## src/rtl/duck_hunt_pkg.sv

```systemverilog
// Shared screen constants and hit_detector state encoding for the duck hunt datapath.
package duck_hunt_pkg;

  localparam int X_W = 8;
  localparam int Y_W = 7;

  // Coordinate that disabled sprite drawers emit so their plots land off-screen.
  localparam logic [X_W-1:0] OFFSCREEN_X = {X_W{1'b1}};
  localparam logic [Y_W-1:0] OFFSCREEN_Y = {Y_W{1'b1}};

  typedef enum logic [1:0] {
    ST_IDLE       = 2'd0,
    ST_WAIT_FRAME = 2'd1,
    ST_SCAN       = 2'd2,
    ST_REPORT     = 2'd3
  } hd_state_e;

endpackage

```

## src/rtl/hit_detector_if.sv

```systemverilog
// Pixel plot bus, shot trigger and result signals seen by hit_detector.
interface hit_detector_if
  import duck_hunt_pkg::*;
#(
  parameter int SCORE_W = 8
) ();

  logic               frame_tick;
  logic               shot;
  logic [X_W-1:0]     shot_x;
  logic [Y_W-1:0]     shot_y;
  logic               pix_valid;
  logic [X_W-1:0]     pix_x;
  logic [Y_W-1:0]     pix_y;
  logic               pix_erase;
  logic               score_clr;
  logic               busy;
  logic               hit;
  logic               miss;
  logic [SCORE_W-1:0] score;

  modport master (
    output frame_tick, shot, shot_x, shot_y,
    output pix_valid, pix_x, pix_y, pix_erase, score_clr,
    input  busy, hit, miss, score
  );

  modport slave (
    input  frame_tick, shot, shot_x, shot_y,
    input  pix_valid, pix_x, pix_y, pix_erase, score_clr,
    output busy, hit, miss, score
  );

endinterface

```

## src/rtl/hit_detector_coord_window.sv

```systemverilog
// Per-axis proximity test: is the unsigned distance between two coordinates within radius.
module coord_window #(
  parameter int W = 8
) (
  input  logic [W-1:0] a_i,
  input  logic [W-1:0] b_i,
  input  logic [W-1:0] radius_i,
  output logic         within_o
);

  logic [W:0] diff_s;

  // Distance taken as max-min so screen edges never wrap into each other.
  always_comb begin
    diff_s = {(W+1){1'b0}};
    if (a_i >= b_i) begin
      diff_s = {1'b0, a_i} - {1'b0, b_i};
    end else begin
      diff_s = {1'b0, b_i} - {1'b0, a_i};
    end
    within_o = (diff_s <= {1'b0, radius_i});
  end

endmodule

```

## src/rtl/hit_detector.sv

```systemverilog
// Latches a shot, scans the next full frame of bird pixels for a match, and
// reports one hit or miss per shot while keeping a saturating score.
module hit_detector
  import duck_hunt_pkg::*;
#(
  parameter int HIT_RADIUS = 1,
  parameter int SCORE_W    = 8
) (
  input  logic          clock,
  input  logic          resetn,
  hit_detector_if.slave bus
);

  localparam logic [X_W-1:0]     RAD_X     = X_W'(HIT_RADIUS);
  localparam logic [Y_W-1:0]     RAD_Y     = Y_W'(HIT_RADIUS);
  localparam logic [SCORE_W-1:0] SCORE_MAX = {SCORE_W{1'b1}};
  localparam logic [SCORE_W-1:0] SCORE_ONE = SCORE_W'(1);

  hd_state_e          state_q, state_d;
  logic [X_W-1:0]     shot_x_q, shot_x_d;
  logic [Y_W-1:0]     shot_y_q, shot_y_d;
  logic               busy_q, busy_d;
  logic               hit_q, hit_d;
  logic               miss_q, miss_d;
  logic [SCORE_W-1:0] score_q, score_d;

  logic               win_x_s;
  logic               win_y_s;
  logic               cand_s;
  logic               match_s;

  coord_window #(.W(X_W)) u_win_x (
    .a_i      (bus.pix_x),
    .b_i      (shot_x_q),
    .radius_i (RAD_X),
    .within_o (win_x_s)
  );

  coord_window #(.W(Y_W)) u_win_y (
    .a_i      (bus.pix_y),
    .b_i      (shot_y_q),
    .radius_i (RAD_Y),
    .within_o (win_y_s)
  );

  // Erase passes and parked (off-screen) sprites never count as birds.
  assign cand_s  = bus.pix_valid && !bus.pix_erase &&
                   (bus.pix_x != OFFSCREEN_X) && (bus.pix_y != OFFSCREEN_Y);
  assign match_s = cand_s && win_x_s && win_y_s;

  // Next-state, shot latch and result pulse decode.
  always_comb begin
    state_d  = state_q;
    shot_x_d = shot_x_q;
    shot_y_d = shot_y_q;
    hit_d    = 1'b0;
    miss_d   = 1'b0;
    case (state_q)
      ST_IDLE: begin
        if (bus.shot) begin
          shot_x_d = bus.shot_x;
          shot_y_d = bus.shot_y;
          state_d  = ST_WAIT_FRAME;
        end else begin
          state_d  = ST_IDLE;
        end
      end
      ST_WAIT_FRAME: begin
        if (bus.frame_tick) begin
          state_d = ST_SCAN;
        end else begin
          state_d = ST_WAIT_FRAME;
        end
      end
      ST_SCAN: begin
        if (match_s) begin
          hit_d   = 1'b1;
          state_d = ST_REPORT;
        end else if (bus.frame_tick) begin
          miss_d  = 1'b1;
          state_d = ST_REPORT;
        end else begin
          state_d = ST_SCAN;
        end
      end
      ST_REPORT: begin
        state_d = ST_IDLE;
      end
      default: begin
        state_d = ST_IDLE;
      end
    endcase
  end

  // Score update: hit_q is high only during a REPORT that carries a hit.
  always_comb begin
    score_d = score_q;
    if (bus.score_clr) begin
      score_d = {SCORE_W{1'b0}};
    end else if ((state_q == ST_REPORT) && hit_q && (score_q != SCORE_MAX)) begin
      score_d = score_q + SCORE_ONE;
    end else begin
      score_d = score_q;
    end
    busy_d = (state_d != ST_IDLE);
  end

  // State and output registers.
  always_ff @(posedge clock or negedge resetn) begin
    if (!resetn) begin
      state_q  <= ST_IDLE;
      shot_x_q <= {X_W{1'b0}};
      shot_y_q <= {Y_W{1'b0}};
      busy_q   <= 1'b0;
      hit_q    <= 1'b0;
      miss_q   <= 1'b0;
      score_q  <= {SCORE_W{1'b0}};
    end else begin
      state_q  <= state_d;
      shot_x_q <= shot_x_d;
      shot_y_q <= shot_y_d;
      busy_q   <= busy_d;
      hit_q    <= hit_d;
      miss_q   <= miss_d;
      score_q  <= score_d;
    end
  end

  assign bus.busy  = busy_q;
  assign bus.hit   = hit_q;
  assign bus.miss  = miss_q;
  assign bus.score = score_q;

endmodule

```

## src/flat_wrapper.sv

```systemverilog
// flat-port wrapper written by rule: the top's interface ports become plain ports
module hit_detector_flat import duck_hunt_pkg::*;
#(
  parameter int HIT_RADIUS = 1,
  parameter int SCORE_W    = 8
)
  (clock, resetn, bus_frame_tick, bus_shot, bus_shot_x, bus_shot_y, bus_pix_valid, bus_pix_x, bus_pix_y, bus_pix_erase, bus_score_clr, bus_busy, bus_hit, bus_miss, bus_score);
  hit_detector_if #(.SCORE_W(SCORE_W)) bus_i ();
  input  logic clock;
  input  logic resetn;
  input wire logic [$bits(bus_i.frame_tick)-1:0] bus_frame_tick;
  input wire logic [$bits(bus_i.shot)-1:0] bus_shot;
  input wire logic [$bits(bus_i.shot_x)-1:0] bus_shot_x;
  input wire logic [$bits(bus_i.shot_y)-1:0] bus_shot_y;
  input wire logic [$bits(bus_i.pix_valid)-1:0] bus_pix_valid;
  input wire logic [$bits(bus_i.pix_x)-1:0] bus_pix_x;
  input wire logic [$bits(bus_i.pix_y)-1:0] bus_pix_y;
  input wire logic [$bits(bus_i.pix_erase)-1:0] bus_pix_erase;
  input wire logic [$bits(bus_i.score_clr)-1:0] bus_score_clr;
  output wire logic [$bits(bus_i.busy)-1:0] bus_busy;
  output wire logic [$bits(bus_i.hit)-1:0] bus_hit;
  output wire logic [$bits(bus_i.miss)-1:0] bus_miss;
  output wire logic [$bits(bus_i.score)-1:0] bus_score;
  assign bus_i.frame_tick = bus_frame_tick;
  assign bus_i.shot = bus_shot;
  assign bus_i.shot_x = bus_shot_x;
  assign bus_i.shot_y = bus_shot_y;
  assign bus_i.pix_valid = bus_pix_valid;
  assign bus_i.pix_x = bus_pix_x;
  assign bus_i.pix_y = bus_pix_y;
  assign bus_i.pix_erase = bus_pix_erase;
  assign bus_i.score_clr = bus_score_clr;
  assign bus_busy = bus_i.busy;
  assign bus_hit = bus_i.hit;
  assign bus_miss = bus_i.miss;
  assign bus_score = bus_i.score;
  hit_detector #(.HIT_RADIUS(HIT_RADIUS), .SCORE_W(SCORE_W)) u_core (.clock(clock), .resetn(resetn), .bus(bus_i));
endmodule
```

## config.mk

```make
export PLATFORM = sky130hd
export DESIGN_NAME = hit_detector_flat
export DESIGN_NICKNAME = d
export VERILOG_FILES = /design/src/rtl/duck_hunt_pkg.sv /design/src/rtl/hit_detector_if.sv /design/src/rtl/hit_detector_coord_window.sv /design/src/rtl/hit_detector.sv /design/src/flat_wrapper.sv
export SDC_FILE = /design/constraint.sdc
export NUM_CORES = 1
export LEC_CHECK = 0
export BUFFER_PORTS_ARGS = -buffer_cell sky130_fd_sc_hd__buf_2
export CAP_MARGIN = 20
export CORE_MARGIN = 8
export CORE_UTILIZATION = 51
export CTS_CLUSTER_DIAMETER = 100
export CTS_CLUSTER_SIZE = 16
export DETAILED_ROUTE_END_ITERATION = 10
export PLACE_DENSITY = 0.87
export RECOVER_POWER = 100
export SLEW_MARGIN = 20
export SYNTH_ARGS = -nofsm -noshare
export SYNTH_HDL_FRONTEND = slang
export SYNTH_SLANG_ARGS = --single-unit
```

## constraint.sdc

```tcl
create_clock -name clock -period 2.54 [get_ports clock]
set_clock_uncertainty 0.05 [all_clocks]
set_input_delay 0.254 -clock clock [delete_from_list [all_inputs] [get_ports clock]]
set_output_delay 0.254 -clock clock [all_outputs]
set_load 0.01 [all_outputs]
```

# After elaboration in Yosys (flattened, before gate mapping)
# Index checks and enable logic that the tools add are counted.
# classes
n_addsub,5
magnitude_cmp,4
eq_ne,6
muxes,14
n_reduce_logical,12
# op_table
op,count
2-to-1 mux 8 bit,3
subtractor 8 x 8 -> 9 bit,2
"!= test 8 bit, second input constant",2
subtractor 7 x 7 -> 8 bit,2
"less-or-equal comparator 9 x 1 -> 1 bit, second input constant",1
2-to-1 mux 9 bit,1
"adder 8 x 1 -> 8 bit, second input constant",1
greater-or-equal comparator 8 bit,1
"less-or-equal comparator 8 x 1 -> 1 bit, second input constant",1
case mux 2 bit (4 select lines),1
greater-or-equal comparator 7 bit,1
logical AND 1 bit,7
2-to-1 mux 1 bit,7
"!= test 7 bit, second input constant",1
"equality test 2 bit, second input constant",2
2-to-1 mux 2 bit,2
nonzero test 2 bit,2
"equality test 2 x 1 -> 1 bit, second input constant",1
logical NOT 2 bit,1
AND reduction 2 bit,1
logical NOT 1 bit,1
# word_totals
regBits,28
inputBits,37
out_inout_bits,11
elab_cells,48

# Depth between registers and ports, before layout
# logic_depth
depth_word,9
ltp_mapped,12

# By module
# Synthesis repeated with hierarchy kept, for this count alone.
# hier_totals
hier_cells,367
area_unflattened_um2,3265.6
# by_module_without_submodules
mod,instances,cells_per_inst,area_each_um2
hit_detector,1,105,1305.0
coord_window at u_core.u_win_x,1,154,1143.6
coord_window at u_core.u_win_y,1,108,817.0

# Worst setup path before layout
# No wires, ideal clock.
# synth_timing
path_kind,reg-to-reg
startpoint,register u_core.shot_y_q[0]
endpoint,"register u_core.hit_q, in the netlist u_core.bus.hit"
setup_ns,0.080
arrival_time_ns,2.667
required_time_ns,2.410
slack_ns,-0.257
stages_incl_launch_ff,12
synth_period_minus_slack_ns,2.797
cell_sequence,dfrtp_1 -> ha_1 -> inv_1 -> fa_1 -> a21o_1 -> a211oi_1 -> o21bai_1 -> a21oi_1 -> mux2i_1 -> nand4_1 -> a2111oi_2 -> nor3b_2
# synth_via
elab_chain_len,6
word_cells_on_any_way,8
# synth_rtl
element,line,text
start: declaration,hit_detector.sv:21,"logic [Y_W-1:0] shot_y_q, shot_y_d;"
start signal: assignment,hit_detector.sv:113,shot_y_q <= {Y_W{1'b0}};
start signal: assignment,hit_detector.sv:121,shot_y_q <= shot_y_d;
"subtractor 7 x 7 -> 8 bit, or another cell as far along",hit_detector_coord_window.sv:19,"diff_s = {1'b0, b_i} - {1'b0, a_i};"
2-to-1 mux 8 bit (*),hit_detector_coord_window.sv:16,if (a_i >= b_i) begin
less-or-equal comparator 8 x 1 -> 1 bit (*),hit_detector_coord_window.sv:21,"within_o = (diff_s <= {1'b0, radius_i});"
logical AND 1 bit (*),hit_detector.sv:49,assign match_s = cand_s && win_x_s && win_y_s;
2-to-1 mux 1 bit (*),hit_detector.sv:76,if (match_s) begin
2-to-1 mux 1 bit (*),hit_detector.sv:58,case (state_q)
named net u_core.hit_d,hit_detector.sv:23,"logic hit_q, hit_d;"
end signal: assignment,hit_detector.sv:123,hit_q <= hit_d;
end: declaration,hit_detector.sv:23,
# Mark *: on every way through the listed nets, which the timed path passes. The rest lies on a longest branch.
# A chain may end at the register's enable or synchronous reset.

# Final worst setup path
# layout_timing
startpoint,register u_core.shot_x_q[0]
endpoint,register u_core.state_q[0]
# layout_via
elab_chain_len,7
word_cells_on_any_way,9
# layout_rtl
element,line,text
start: declaration,hit_detector.sv:20,"logic [X_W-1:0] shot_x_q, shot_x_d;"
start signal: assignment,hit_detector.sv:112,shot_x_q <= {X_W{1'b0}};
start signal: assignment,hit_detector.sv:120,shot_x_q <= shot_x_d;
"subtractor 8 x 8 -> 9 bit, or another cell as far along",hit_detector_coord_window.sv:19,
2-to-1 mux 9 bit (*),hit_detector_coord_window.sv:16,
less-or-equal comparator 9 x 1 -> 1 bit (*),hit_detector_coord_window.sv:21,
logical AND 1 bit (*) (2 in series),hit_detector.sv:49,
2-to-1 mux 2 bit (*),hit_detector.sv:76,
case mux 2 bit (4 select lines) (*),hit_detector.sv:58,
named net u_core.state_d[0],hit_detector.sv:19,"hd_state_e state_q, state_d;"
end signal: assignment,hit_detector.sv:119,state_q <= state_d;
end: declaration,hit_detector.sv:19,
# Marked as above.

==> results.txt <==
Status: finished, violations left
Failing checks: setup timing
Hold Slack: 0.127 ns
Clock Latency Late Sink: 0.27 ns
Post-Syn Nets: 386
Mapped cell area: 2670 µm²
Synth Instances: 314
Crit-path slowest cell: dfrtp_1
Nets@finish: 504
First-pass DRT Iterations: 4
Antenna Violating Nets Remaining: 0
Final setup fails: 3
Die area: 7800 µm²
Top sig layer: met4
Buf+Inv Stages, Crit Path: 3
Final WL: 7680 µm
Primary FF master, synth: dfrtp_1
TritonCTS Buffers: 3
Most frequent cell after synthesis: inv_1
Initial core utilization: 0.525
Die width: 88.3 µm
Crit path capture type: register
Hold path start: bus_shot_x[0]
Async set or reset register ratio after synthesis: 1.00
Clock root cell: clkbuf_8
DR iter-0 viols: 222
Share of the synthesized area in the top cell type: 0.263
Biggest area consumer among synthesized cells: dfrtp_1
Layout area overhead: 38.6%
Filler instances: 351
Reg power frac: 0.181
RSZ-0062 raised after global routing: yes
Min Tclk post-route: 2.89 ns
Slew @ Worst Pin: 1.46 ns
Most frequent cells after synthesis: inv_1 (40), ha_1 (31), dfrtp_1 (28), nand2_1 (25), o21ai_0 (19)
HP Class: primary input to register
Final Hold Vio Count: 0
Fmax: 346 MHz
Initial antenna violation count: 0
Sink Count: 28
Core area: 5070 µm²
Setup ws final: -0.349 ns
Worst Hold End: u_core.shot_x_q[0]$_DFFE_PN0P_
First-pass GRT wire length: 12800 µm
Post-Route Utilization: 0.728
Clock slew seen by the registers of the worst setup and hold paths: 0.08 ns
Pre-CTS setup slack: -0.436 ns
Grt ovf: 0
Worst path top cell family by delay: compound AO/OA/AOI/OAI gates
Worst Reg2Reg Path Length in Cells: 13
DR vias/cell: 5.47
All-Layer GR Usage: 0.204
Core Rows: 26
Hold depth: 3
Via count: 2733
Final worst path period share: 1.14
NetSw: 1.71 mW
Gpl congestion: 0.902
DRC viols: 0
Switching part of the total: 0.437
CTS tree: yes
R2R Path Start: u_core.shot_x_q[0]$_DFFE_PN0P_
Htree depth: 1
Worst EP arrival: 3.05 ns
Vias in the first global route: 2829
Largest net degree at the start of global routing: 29
IO Count: 48
Max Root-Sink Buffers: 2
Maximum fanout along the worst path: 2
Routed wl met2: 3820 µm
Combinational fraction of design power: 0.760
P_int: 2.21 mW
Metal-1 WL: 3410 µm
Seq. cell area: 702 µm²
Max-capacitance violation count: 0
Max Slew Vio Count: 0
Synth cell types: 51
Chip height: 88.3 µm
Yosys reg bits: 28
Crit path largest cell delay: 0.40 ns
ANT cells: 0
Port Buf Inserts: 47
Kind of critical path: register to register
Dominant cells by area after synthesis: dfrtp_1 (26%), ha_1 (15%), inv_1 (5.6%)
Seq/Total Area, Yosys: 0.263
Routed length on met3: 332 µm
Number of synthesized flops with an enable pin: 0
Pleak: 1.84 nW
Worst setup SP type: register
Share of layout cells above drive strength 1: 0.374
CP cell instances: inv_2, ha_4, inv_2, fa_2, a21o_1, a21o_1, a21o_1, a21oi_2, xnor2_1, o2111ai_2, a2111oi_4, buf_4, o311a_1
Power density over the cells: 1060 nW/µm²
VDD IR max: 0.000771 V
Multi-input gate area: 1870 µm²
Avg Inst Size Synth: 8.49 µm²
Worst r2r dst: u_core.state_q[0]$_DFF_PN0_
Data required time of the worst path: 2.70 ns
Wire per inst: 15.4 µm
Headroom to the max-slew limit: 0.0237
Ys Warns: 0
Clock power share: 0.059
Flop2flop setup slack: -0.35 ns
Worst path most repeated cell: a21o_1
Final HPWL DP: 6380 µm
## cell families (layout without fill, tap and decap cells)
family | Yosys count | in the layout | share of synthesized area
xor+xnor | 13 | 13 | 0.0427
flops | 28 | 28 | 0.263
compound gates | 88 | 88 | 0.227
fa+ha+maj | 35 | 35 | 0.176
simple gates | 90 | 90 | 0.181
buf+inv | 55 | 171 | 0.0924
mux | 5 | 5 | 0.0192
## per-stage QoR
step / power (mW) / area [µm²] / TNS, ns / cells
after floorplan: 2.42 / 2740 / -0.0369 / 314
after global placement: 3.35 / 3530 / -0.783 / 489
after detailed placement: 3.45 / 3530 / -1.17 / 489
after CTS: 3.83 / 3670 / -1.01 / 496
after global routing: 4.23 / 3700 / -1.23 / 500
final: 3.92 / 3700 / -0.955 / 500
## layout by cell type (no fill, tap or decap), drive strengths merged, types with 5 or more instances in the layout
master   instances
buf            113
inv             40
ha              31
dfrtp           28
nand2           25
o21ai           20
a21oi           18
clkbuf          17
nor2            16
a21o            11
xor2            11
nand4            8
and3             8
nor3             6
nor2b            5
nor3b            5
a211oi           5
o2111ai          5
## repair_timing
item | in CTS | in global routing
setup buffers | 3 | 5
hold endpoints to repair | 28 | 0
gates resized for setup | 16 | 6
hold buffers | 1 | 0
pin swaps | 15 | 16
endpoints found under the setup margin | 3 | 3
## per-layer routing
metal,global-route usage,vias to the layer above
met5,0,-
met2,0.358,84
met4,0.0645,0
li1,-,1333
met1,0.255,1305
met3,0.0214,11
## final cells by class
class                           instances  share of cell area
Inverter                               40              0.0406
Sequential cell                        28               0.190
Multi-Input combinational cell        231               0.507
Timing Repair Buffer                  128               0.227
Tap cell                               70              0.0237
Clock buffer                            3              0.0112
## power by group through the flow
stage / Clock, mW / Combinational [mW] / Sequential [mW]
after floorplan: 0 / 1.75 / 0.670
after global placement: 0 / 2.65 / 0.698
after detailed placement: 0 / 2.74 / 0.709
after CTS: 0.237 / 2.88 / 0.706
after global routing: 0.252 / 3.25 / 0.729
final: 0.232 / 2.98 / 0.710
## tightest hold or removal path: cells and delay by family
family                 cells  cell delay [ns]
AO/OA/AOI/OAI              1             0.05
AND/OR/NAND/NOR            1             0.03
buffers and inverters      1             0.07
## sequential cells by signal (all words and copies together), names as in the netlist
name,count
u_core.state_q,2
u_core.bus.busy,1
u_core.bus.hit,1
u_core.shot_x_q,8
u_core.bus.score,8
u_core.bus.miss,1
u_core.shot_y_q,7
## worst max path at each step
stage,cells after the start,slack [ns],startpoint,to
after CTS,12,-0.39,u_core.shot_x_q[0]$_DFFE_PN0P_,u_core.bus.hit$_DFF_PN0_
after global placement,11,-0.30,bus_pix_x[3],u_core.bus.hit$_DFF_PN0_
after floorplan,10,-0.04,u_core.shot_x_q[3]$_DFFE_PN0P_,u_core.bus.hit$_DFF_PN0_
after detailed placement,9,-0.44,u_core.shot_x_q[1]$_DFFE_PN0P_,u_core.bus.hit$_DFF_PN0_
after global routing,13,-0.45,u_core.shot_x_q[0]$_DFFE_PN0P_,u_core.state_q[0]$_DFF_PN0_
final,13,-0.35,u_core.shot_x_q[0]$_DFFE_PN0P_,u_core.state_q[0]$_DFF_PN0_
Power figures use the tool's default switching activity.
